### src/rtl/booth_mul_seq_if.sv
// Start/done handshake and operand/product bus for the sequential Booth multiplier.
// The master launches operations; the slave (the multiplier) returns status and product.
interface booth_mul_seq_if #(
    parameter int WIDTH = 32
);
    logic                   start;
    logic [WIDTH-1:0]       mcand;
    logic [WIDTH-1:0]       mplier;
    logic                   busy;
    logic                   done;
    logic [2*WIDTH-1:0]     product;

    modport master (
        output start, mcand, mplier,
        input  busy, done, product
    );

    modport slave (
        input  start, mcand, mplier,
        output busy, done, product
    );
endinterface

### src/rtl/booth_mul_seq.sv
// Sequential radix-4 Booth multiplier: signed WIDTH x WIDTH -> 2*WIDTH product,
// one recoded digit per clock, start/done handshake, async active-low clear.
module booth_mul_seq #(
    parameter int WIDTH = 32
) (
    input  logic             clk,
    input  logic             clr,
    booth_mul_seq_if.slave   bus
);
    localparam int ITER  = WIDTH / 2;
    localparam int CNT_W = (ITER > 1) ? $clog2(ITER) : 1;
    localparam int AW    = WIDTH + 2;

    localparam logic [1:0] S_IDLE = 2'd0;
    localparam logic [1:0] S_CALC = 2'd1;
    localparam logic [1:0] S_DONE = 2'd2;

    logic [1:0]           state_q,   state_d;
    logic [AW-1:0]        mcand_q,   mcand_d;
    logic [AW-1:0]        acc_q,     acc_d;
    logic [WIDTH-1:0]     mq_q,      mq_d;
    logic                 prev_q,    prev_d;
    logic [CNT_W-1:0]     cnt_q,     cnt_d;
    logic [2*WIDTH-1:0]   product_q, product_d;

    logic [2:0]           triplet;
    logic [AW-1:0]        pp;
    logic [AW-1:0]        sum;

    // Multiplicand is held sign-extended to AW bits so that 2M and -2M of the
    // most negative operand still fit without overflow.
    always_comb begin
        triplet = {mq_q[1:0], prev_q};
        case (triplet)
            3'b001, 3'b010: pp = mcand_q;
            3'b011:         pp = mcand_q << 1;
            3'b100:         pp = -(mcand_q << 1);
            3'b101, 3'b110: pp = -mcand_q;
            default:        pp = '0;
        endcase
        sum = acc_q + pp;
    end

    always_comb begin
        state_d   = state_q;
        mcand_d   = mcand_q;
        acc_d     = acc_q;
        mq_d      = mq_q;
        prev_d    = prev_q;
        cnt_d     = cnt_q;
        product_d = product_q;

        case (state_q)
            S_IDLE, S_DONE: begin
                if (bus.start) begin
                    mcand_d = {{2{bus.mcand[WIDTH-1]}}, bus.mcand};
                    acc_d   = '0;
                    mq_d    = bus.mplier;
                    prev_d  = 1'b0;
                    cnt_d   = '0;
                    state_d = S_CALC;
                end else begin
                    state_d = S_IDLE;
                end
            end

            S_CALC: begin
                // {acc, mq} is the running product; arithmetic shift right by 2
                // retires one recoded digit while exposing the next triplet.
                acc_d  = {{2{sum[AW-1]}}, sum[AW-1:2]};
                mq_d   = {sum[1:0], mq_q[WIDTH-1:2]};
                prev_d = mq_q[1];
                cnt_d  = cnt_q + CNT_W'(1);
                if (cnt_q == CNT_W'(ITER - 1)) begin
                    product_d = {acc_d[WIDTH-1:0], mq_d};
                    state_d   = S_DONE;
                end
            end

            default: state_d = S_IDLE;
        endcase
    end

    always_ff @(posedge clk or negedge clr) begin
        if (!clr) begin
            state_q   <= S_IDLE;
            mcand_q   <= '0;
            acc_q     <= '0;
            mq_q      <= '0;
            prev_q    <= 1'b0;
            cnt_q     <= '0;
            product_q <= '0;
        end else begin
            state_q   <= state_d;
            mcand_q   <= mcand_d;
            acc_q     <= acc_d;
            mq_q      <= mq_d;
            prev_q    <= prev_d;
            cnt_q     <= cnt_d;
            product_q <= product_d;
        end
    end

    assign bus.busy    = (state_q == S_CALC);
    assign bus.done    = (state_q == S_DONE);
    assign bus.product = product_q;

endmodule

### src/flat_wrapper.sv
// flat-port wrapper written by rule: the top's interface ports become plain ports
module booth_mul_seq_flat 
#(
    parameter int WIDTH = 32
)
  (clk, clr, bus_start, bus_mcand, bus_mplier, bus_busy, bus_done, bus_product);
  booth_mul_seq_if #(.WIDTH(WIDTH)) bus_i ();
  input  logic clk;
  input  logic clr;
  input wire logic [$bits(bus_i.start)-1:0] bus_start;
  input wire logic [$bits(bus_i.mcand)-1:0] bus_mcand;
  input wire logic [$bits(bus_i.mplier)-1:0] bus_mplier;
  output wire logic [$bits(bus_i.busy)-1:0] bus_busy;
  output wire logic [$bits(bus_i.done)-1:0] bus_done;
  output wire logic [$bits(bus_i.product)-1:0] bus_product;
  assign bus_i.start = bus_start;
  assign bus_i.mcand = bus_mcand;
  assign bus_i.mplier = bus_mplier;
  assign bus_busy = bus_i.busy;
  assign bus_done = bus_i.done;
  assign bus_product = bus_i.product;
  booth_mul_seq #(.WIDTH(WIDTH)) u_core (.clk(clk), .clr(clr), .bus(bus_i));
endmodule
### config.mk
export PLATFORM = sky130hd
export DESIGN_NAME = booth_mul_seq_flat
export DESIGN_NICKNAME = d
export VERILOG_FILES = /design/src/rtl/booth_mul_seq_if.sv /design/src/rtl/booth_mul_seq.sv /design/src/flat_wrapper.sv
export SDC_FILE = /design/constraint.sdc
export NUM_CORES = 1
export LEC_CHECK = 0
export ABC_AREA = 1
export CAP_MARGIN = 20
export CELL_PAD_IN_SITES_DETAIL_PLACEMENT = 0
export CELL_PAD_IN_SITES_GLOBAL_PLACEMENT = 2
export CORE_ASPECT_RATIO = 0.9
export CORE_UTILIZATION = 29
export CTS_CLUSTER_DIAMETER = 150
export DETAILED_ROUTE_END_ITERATION = 10
export PLACE_DENSITY = 0.8
export SLEW_MARGIN = 25
export SYNTH_ARGS = -nofsm -noshare
export SYNTH_HDL_FRONTEND = slang
export SYNTH_SLANG_ARGS = --single-unit
### constraint.sdc
create_clock -name clk -period 2.9 [get_ports clk]
set_input_delay 0.725 -clock clk [delete_from_list [all_inputs] [get_ports clk]]
set_output_delay 0.725 -clock clk [all_outputs]
set_load 0.01 [all_outputs]
==> results of run 1 <==
==> flip-flops by register name, summed over array words and instances, names as in the netlist <==
name	cells
u_core.acc_q	32
u_core.cnt_q	4
u_core.mq_q	32
u_core.bus.product	64
u_core.prev_q	1
u_core.state_q	2
u_core.mcand_q	32
==> per-stage QoR <==
step                      setup slack [ps]  hold slack, ps
after global placement                -718             457
after global routing                  -589             233
after floorplan                      -3.83             429
after CTS                             -323             222
after detailed placement              -736             461
final                                 -377             212
==> synth_stat cells (2+ instances only) <==
library cell	instances	area [µm²]
buf_2	12	60.1
nand3_1	130	651
buf_1	7	26.3
o31ai_1	8	60.1
a221oi_1	2	17.5
xor2_1	33	289
nand3b_1	12	90.1
buf_4	3	22.5
nand2_2	4	25.0
nor2_1	114	428
nor2_2	10	62.6
nand4_4	2	42.5
a21oi_1	78	390
nor2_4	5	56.3
or2_1	3	18.8
nand3_2	2	20.0
nor2_8	2	40.0
or2_2	3	18.8
nor3_1	10	50.1
a22o_1	8	70.1
o21bai_1	4	30.0
nand2_1	491	1840
inv_1	101	379
a31oi_1	2	12.5
inv_2	15	56.3
nand4_1	10	62.6
o211ai_1	4	30.0
o22ai_1	12	75.1
nand2_4	3	33.8
dfrtp_1	167	4180
nand2b_1	2	12.5
o2111ai_1	16	140
xnor2_1	6	52.6
o21ai_1	5	25.0
a21boi_0	2	15.0
o21a_1	2	15.0
o21ai_0	37	185
ha_1	35	438
clkbuf_1	30	113
==> cells in the final DEF (no fill, tap or decap), drive strengths merged, types with 2 or more instances in the layout <==
master	netlist	routed
nand2	498	498
buf	22	297
dfrtp	167	167
nand3	132	132
clkdlybuf4s50	0	131
nor2	131	131
inv	116	124
a21oi	79	79
o21ai	43	43
ha	35	35
xor2	33	33
clkbuf	30	19
o2111ai	16	16
nand3b	13	13
o22ai	12	12
nand4	12	12
nor3	12	12
a22o	8	8
o31ai	8	8
xnor2	6	6
or2	6	6
o211ai	4	4
o21bai	4	4
a21boi	3	3
a221oi	2	2
o21a	2	2
nand2b	2	2
bufinv	0	2
a31oi	2	2
clkinv	0	2
==> worst max path at each step <==
stage	start	endpoint	slack [ps]	cells after the start
finish	u_core.mcand_q[0]	u_core.bus.product[51]	-380	21
global route	u_core.mcand_q[0]	u_core.bus.product[51]	-590	22
CTS	u_core.mcand_q[0]	u_core.acc_q[16]	-320	19
detailed placement	u_core.mcand_q[1]	u_core.acc_q[16]	-740	20
global placement	u_core.mcand_q[1]	u_core.acc_q[16]	-720	20
floorplan	u_core.mcand_q[1]	u_core.acc_q[19]	-4	21
==> logic make-up after synthesis <==
family / synth area share, %
adder cells (fa/ha/maj): 4.45
flip-flops: 40.7
buffers and inverters: 6.39
XOR/XNOR: 3.32
AO/OA/AOI/OAI: 11.1
AND/OR/NAND/NOR: 34.1
==> routing by layer <==
| metal | GRT usage, % | share of wire, % |
|---|---|---|
| met4 | 5.01 | 1.5 |
| met2 | 31.3 | 42 |
| met1 | 32.2 | 52 |
| met5 | 0 | 0 |
| met3 | 4.23 | 4.6 |
==> cell type report <==
cell class              count  share of cell area, %
clock inverters            13                   1.07
multi-input cells        1070                   42.7
inverters                 116                   2.63
clock buffers              19                   2.66
flip-flops and latches    167                   25.1
repair buffers            428                   22.2
well taps                 469                   3.53
==> what timing repair did <==
action / 4_1_cts / 5_1_grt
setup endpoints to repair: 56 / 60
pin swaps: 93 / 63
gates cloned: 0 / 0
gates resized for setup: 230 / 144
buffers inserted: 31 / 20
==> impl_metrics.json, run 1 <==
{
  "run_status": "complete, but fails checks",
  "violations": "negative setup slack",
  "reg2reg_to": "u_core.bus.product[51]",
  "grt_pass1_wl_um": 60700,
  "slew_headroom_pct": 44.8,
  "syn_area_per_cell_um2": 7.32,
  "crit_path_end_kind": "flop",
  "critPathArrivalTime_ps": 3630,
  "hpwl_um": 27400,
  "placedCellCount": 2200,
  "antenna_found_initial": 0,
  "nets": 1903,
  "synthToLayoutAreaGrowth_pct": 61.8,
  "syn-num-nets": 1508,
  "grt_start_max_net_pins": 70,
  "rows": 65,
  "ys.flop_type": "dfrtp_1",
  "min_period_ps": 3280,
  "cap_violations": 0,
  "hp-class": "in -> async",
  "grt_usage_pct": 21.5,
  "crit_family": "simple AND/OR/NAND/NOR gates",
  "dieHeight_um": 181,
  "nFillCells": 3394,
  "report.final.hold_viol_count": 0,
  "cts_hold_buf": 0,
  "grt_pass1_vias": 10900,
  "clkTransAtPathRegs_ps": 80,
  "cp_slowest_stage_delay_ps": 410,
  "wirelength_um": 38400,
  "reg2reg_from": "u_core.mcand_q[0]",
  "numCtsBuffers": 17,
  "routedWlPerCell_um": 16.8,
  "tns_ps": -12800,
  "vias": 10900,
  "drtIter0Drc": 617,
  "firstDrtPassIters": 5,
  "netlist_area_um2": 10300,
  "core_area_um2": 35000,
  "required_ps": 3250,
  "synth_edf_count": 0,
  "yosysUniqueCellTypes": 52,
  "reg2reg_depth": 21,
  "place.gp.congestion": 0.864,
  "dpl_cell_area_um2": 14000,
  "fmax_mhz": 305,
  "fin_cells": 2282,
  "clock-skew-final_ps": 14.5,
  "drv_slew": 0,
  "multi_input_area_um2": 7110,
  "synth_seq_cells": 167,
  "n_antenna_cell": 0,
  "syn-instance-count": 1405,
  "slowest_stage": "dfrtp_1",
  "cts.sinks": 167,
  "criticalPathCategory": "reg -> reg",
  "clk_latency_ps": 460,
  "drc": 0,
  "io_pins": 133,
  "final_layout_size_suffix_gt1_share_pct": 35.9,
  "grt_setup_unrepaired": "true",
  "vias_per_cell": 4.76,
  "setup_violations": 52,
  "drtAntennaViolNets": 0,
  "startpoint_type": "flop",
  "io_buffers": 132,
  "crit_path_max_fanout": 3,
  "cp.buffers_inverters": 4,
  "regArea_um2": 4180,
  "finalCritPeriodShare_pct": 113,
  "h-tree-depth": 4,
  "die-area_um2": 36200,
  "setup_slack_ps": -377,
  "ff2ff_setup_slack_ps": -380,
  "synthArstFlopShare_pct": 100,
  "cts_tree": "yes",
  "fp.dieW_um": 200,
  "grt_overflow_total": 0,
  "stdcell_area_um2": 16600,
  "yosysWarnings": 0,
  "cts_buffer_depth": 2,
  "tightest_slew_ps": 827,
  "root_buffer": "clkbuf_16",
  "start_util_pct": 29.4,
  "worstPathCellList": "inv_2 -> ha_4 -> nand2_4 -> nor2_4 -> nand2_4 -> nor2_4 -> nand3b_4 -> xor2_1 -> nand2_1 -> o2111ai_2 -> ha_4 -> buf_4 -> nand2_2 -> nor2_4 -> buf_4 -> a21oi_4 -> buf_4 -> nand2_1 -> or2_1 -> nand3_1 -> nand2_1",
  "synth_seq_area_share_pct": 40.7,
  "final_util_pct": 47.6
}
Power of run 1 is not shown: default switching activity piles up to over one toggle a cycle in this logic, so the estimate is an artifact.
==> run 2, diff against run 1 <==
--- a/config.mk
+++ b/config.mk
@@ -15,2 +15,3 @@
 export DETAILED_ROUTE_END_ITERATION = 10
+export GPL_ROUTABILITY_DRIVEN = 0
 export PLACE_DENSITY = 0.8
==> constraint.sdc (replaced) <==
create_clock -name clk -period 2.9 [get_ports clk]
set_input_delay 0.87 -clock clk [delete_from_list [all_inputs] [get_ports clk]]
set_output_delay 0.87 -clock clk [all_outputs]
set_load 0.01 [all_outputs]
==> impl_metrics.json, run 2 (synthesis results as in run 1) <==
{
  "final_common_cell": "nand2_1",
  "io_buffers": 132,
  "tns_ps": -13430,
  "nets": 1879,
  "min_period_ps": 3300,
  "die-area_um2": 36200,
  "clkTransAtPathRegs_ps": 70,
  "stdcell_area_um2": 16300,
  "synthToLayoutAreaGrowth_pct": 58.4,
  "clk_latency_ps": 450,
  "violations": "negative setup slack",
  "h-tree-depth": 4,
  "final_layout_size_suffix_gt1_share_pct": 33.1,
  "root_buffer": "clkbuf_16",
  "top_layer_used": "met4",
  "core_area_um2": 35000,
  "drv_slew": 0,
  "n_antenna_cell": 0,
  "cap_violations": 0,
  "final_cell_mix": "443 x nand2_1, 248 x buf_4, 167 x dfrtp_1",
  "tightest_slew_ps": 727,
  "drc": 0,
  "setup_violations": 56,
  "startpoint_type": "flop",
  "hp-class": "in -> async",
  "final_util_pct": 46.6,
  "cts.sinks": 167,
  "fp.dieW_um": 200,
  "drtIter0Drc": 600,
  "wirelength_um": 37500,
  "firstDrtPassIters": 5,
  "grt_start_max_net_pins": 67,
  "grt_usage_pct": 20.7,
  "cts_hold_buf": 0,
  "numCtsBuffers": 17,
  "antenna_found_initial": 0,
  "finalCritPeriodShare_pct": 114,
  "dpl_cell_area_um2": 13900,
  "rows": 65,
  "reg2reg_from": "u_core.mcand_q[0]",
  "run_status": "complete, but fails checks",
  "ff2ff_setup_slack_ps": -400,
  "grt_overflow_total": 0,
  "placedCellCount": 2190,
  "critPathArrivalTime_ps": 3640,
  "largest_reg_flops": 64,
  "hpwl_um": 27000,
  "cts_tree": "yes",
  "reg2reg_to": "u_core.bus.product[54]",
  "clock-skew-final_ps": 14.4,
  "fmax_mhz": 303,
  "required_ps": 3240,
  "report.final.hold_viol_count": 0,
  "grt_pass1_vias": 10700,
  "crit_path_end_kind": "flop",
  "nFillCells": 3434,
  "critPathCapture": "u_core.bus.product[54]",
  "routedWlPerCell_um": 16.6,
  "grt_pass1_wl_um": 58900,
  "reg2reg_depth": 22,
  "slew_headroom_pct": 51.5,
  "crit_path_start": "u_core.mcand_q[0]",
  "fin_cells": 2257,
  "dieHeight_um": 181,
  "met1_length_um": 19600,
  "start_util_pct": 29.4,
  "crit_path_max_fanout": 5,
  "grt_setup_unrepaired": "true",
  "vias_per_cell": 4.76,
  "setup_slack_ps": -402,
  "criticalPathCategory": "reg -> reg",
  "drtAntennaViolNets": 0,
  "io_pins": 133,
  "vias": 10700,
  "wl_met3_um": 1530,
  "dr_wl_met2_um": 15800,
  "cts_buffer_depth": 2
}
==> run 2: cell count changes in the layout (fill, tap and decap cells not counted), sizes merged <==
| cell | previous run | this run |
|---|---|---|
| buf | 297 | 273 |
| clkinvlp | 1 | 2 |
| bufinv | 2 | 0 |
==> run 2: routing by layer <==
layer  track usage, %  vias up
li1                 -     5327
met3             3.04       27
met1             31.5     5162
met2             30.0      232
met4             5.53        0
met5                0        -
==> run 2: worst min-delay path by stage <==
| stage | cells after the start | endpoint | slack (ps) | start |
|---|---|---|---|---|
| 2_1_floorplan | 2 | u_core.acc_q[25] | 460 | u_core.acc_q[25] |
| 3_3_place_gp | 2 | u_core.bus.product[32] | 460 | u_core.bus.product[32] |
| 3_5_place_dp | 2 | u_core.bus.product[7] | 460 | u_core.bus.product[7] |
| 4_1_cts | 1 | u_core.mcand_q[26] | 470 | clr |
| 5_1_grt | 2 | u_core.bus.product[58] | 490 | u_core.bus.product[58] |
| 6_report | 1 | u_core.mcand_q[26] | 450 | clr |
==> run 2: per-stage QoR <==
stage	setup WS [ps]	hold WS [ps]
after global placement	-672	457
after global routing	-565	494
after CTS	-325	467
final	-402	451
after floorplan	-3.83	455
after detailed placement	-712	458
==> run 2: cell type report <==
type                            instances  area, µm²  area share [%]
Multi-Input combinational cell       1070       6980            42.9
Sequential cell                       167       4180            25.7
Timing Repair Buffer                  404       3530            21.7
Tap cell                              469        587            3.60
Clock buffer                           19        453            2.78
Inverter                              116        440            2.70
Clock inverter                         12        109           0.669
==> run 2: what timing repair did <==
action,CTS,global route
setup buffers,25,14
gates cloned,0,0
pin swaps,84,54
gates resized for setup,199,132
setup endpoints to repair,57,61
==> run 2: critical path, cell delays in order (launching register included) <==
cell and delay, ps:
dfrtp_1 400, buf_6 130, nor3_4 230, nand2_4 110, nor2_8 160, inv_4 70, nor2_4 80, xor2_1 170
inv_1 100, nand2_2 80, o2111ai_4 150, ha_4 330, nand2_2 100, nor2_4 140, inv_2 70, nor2_4 120
nand4_1 200, nand3_4 200, nand3_4 110, nand2_2 70, nand2_2 60, nand3_2 60, nand2_1 50
Power of run 2 is left out for the same reason.
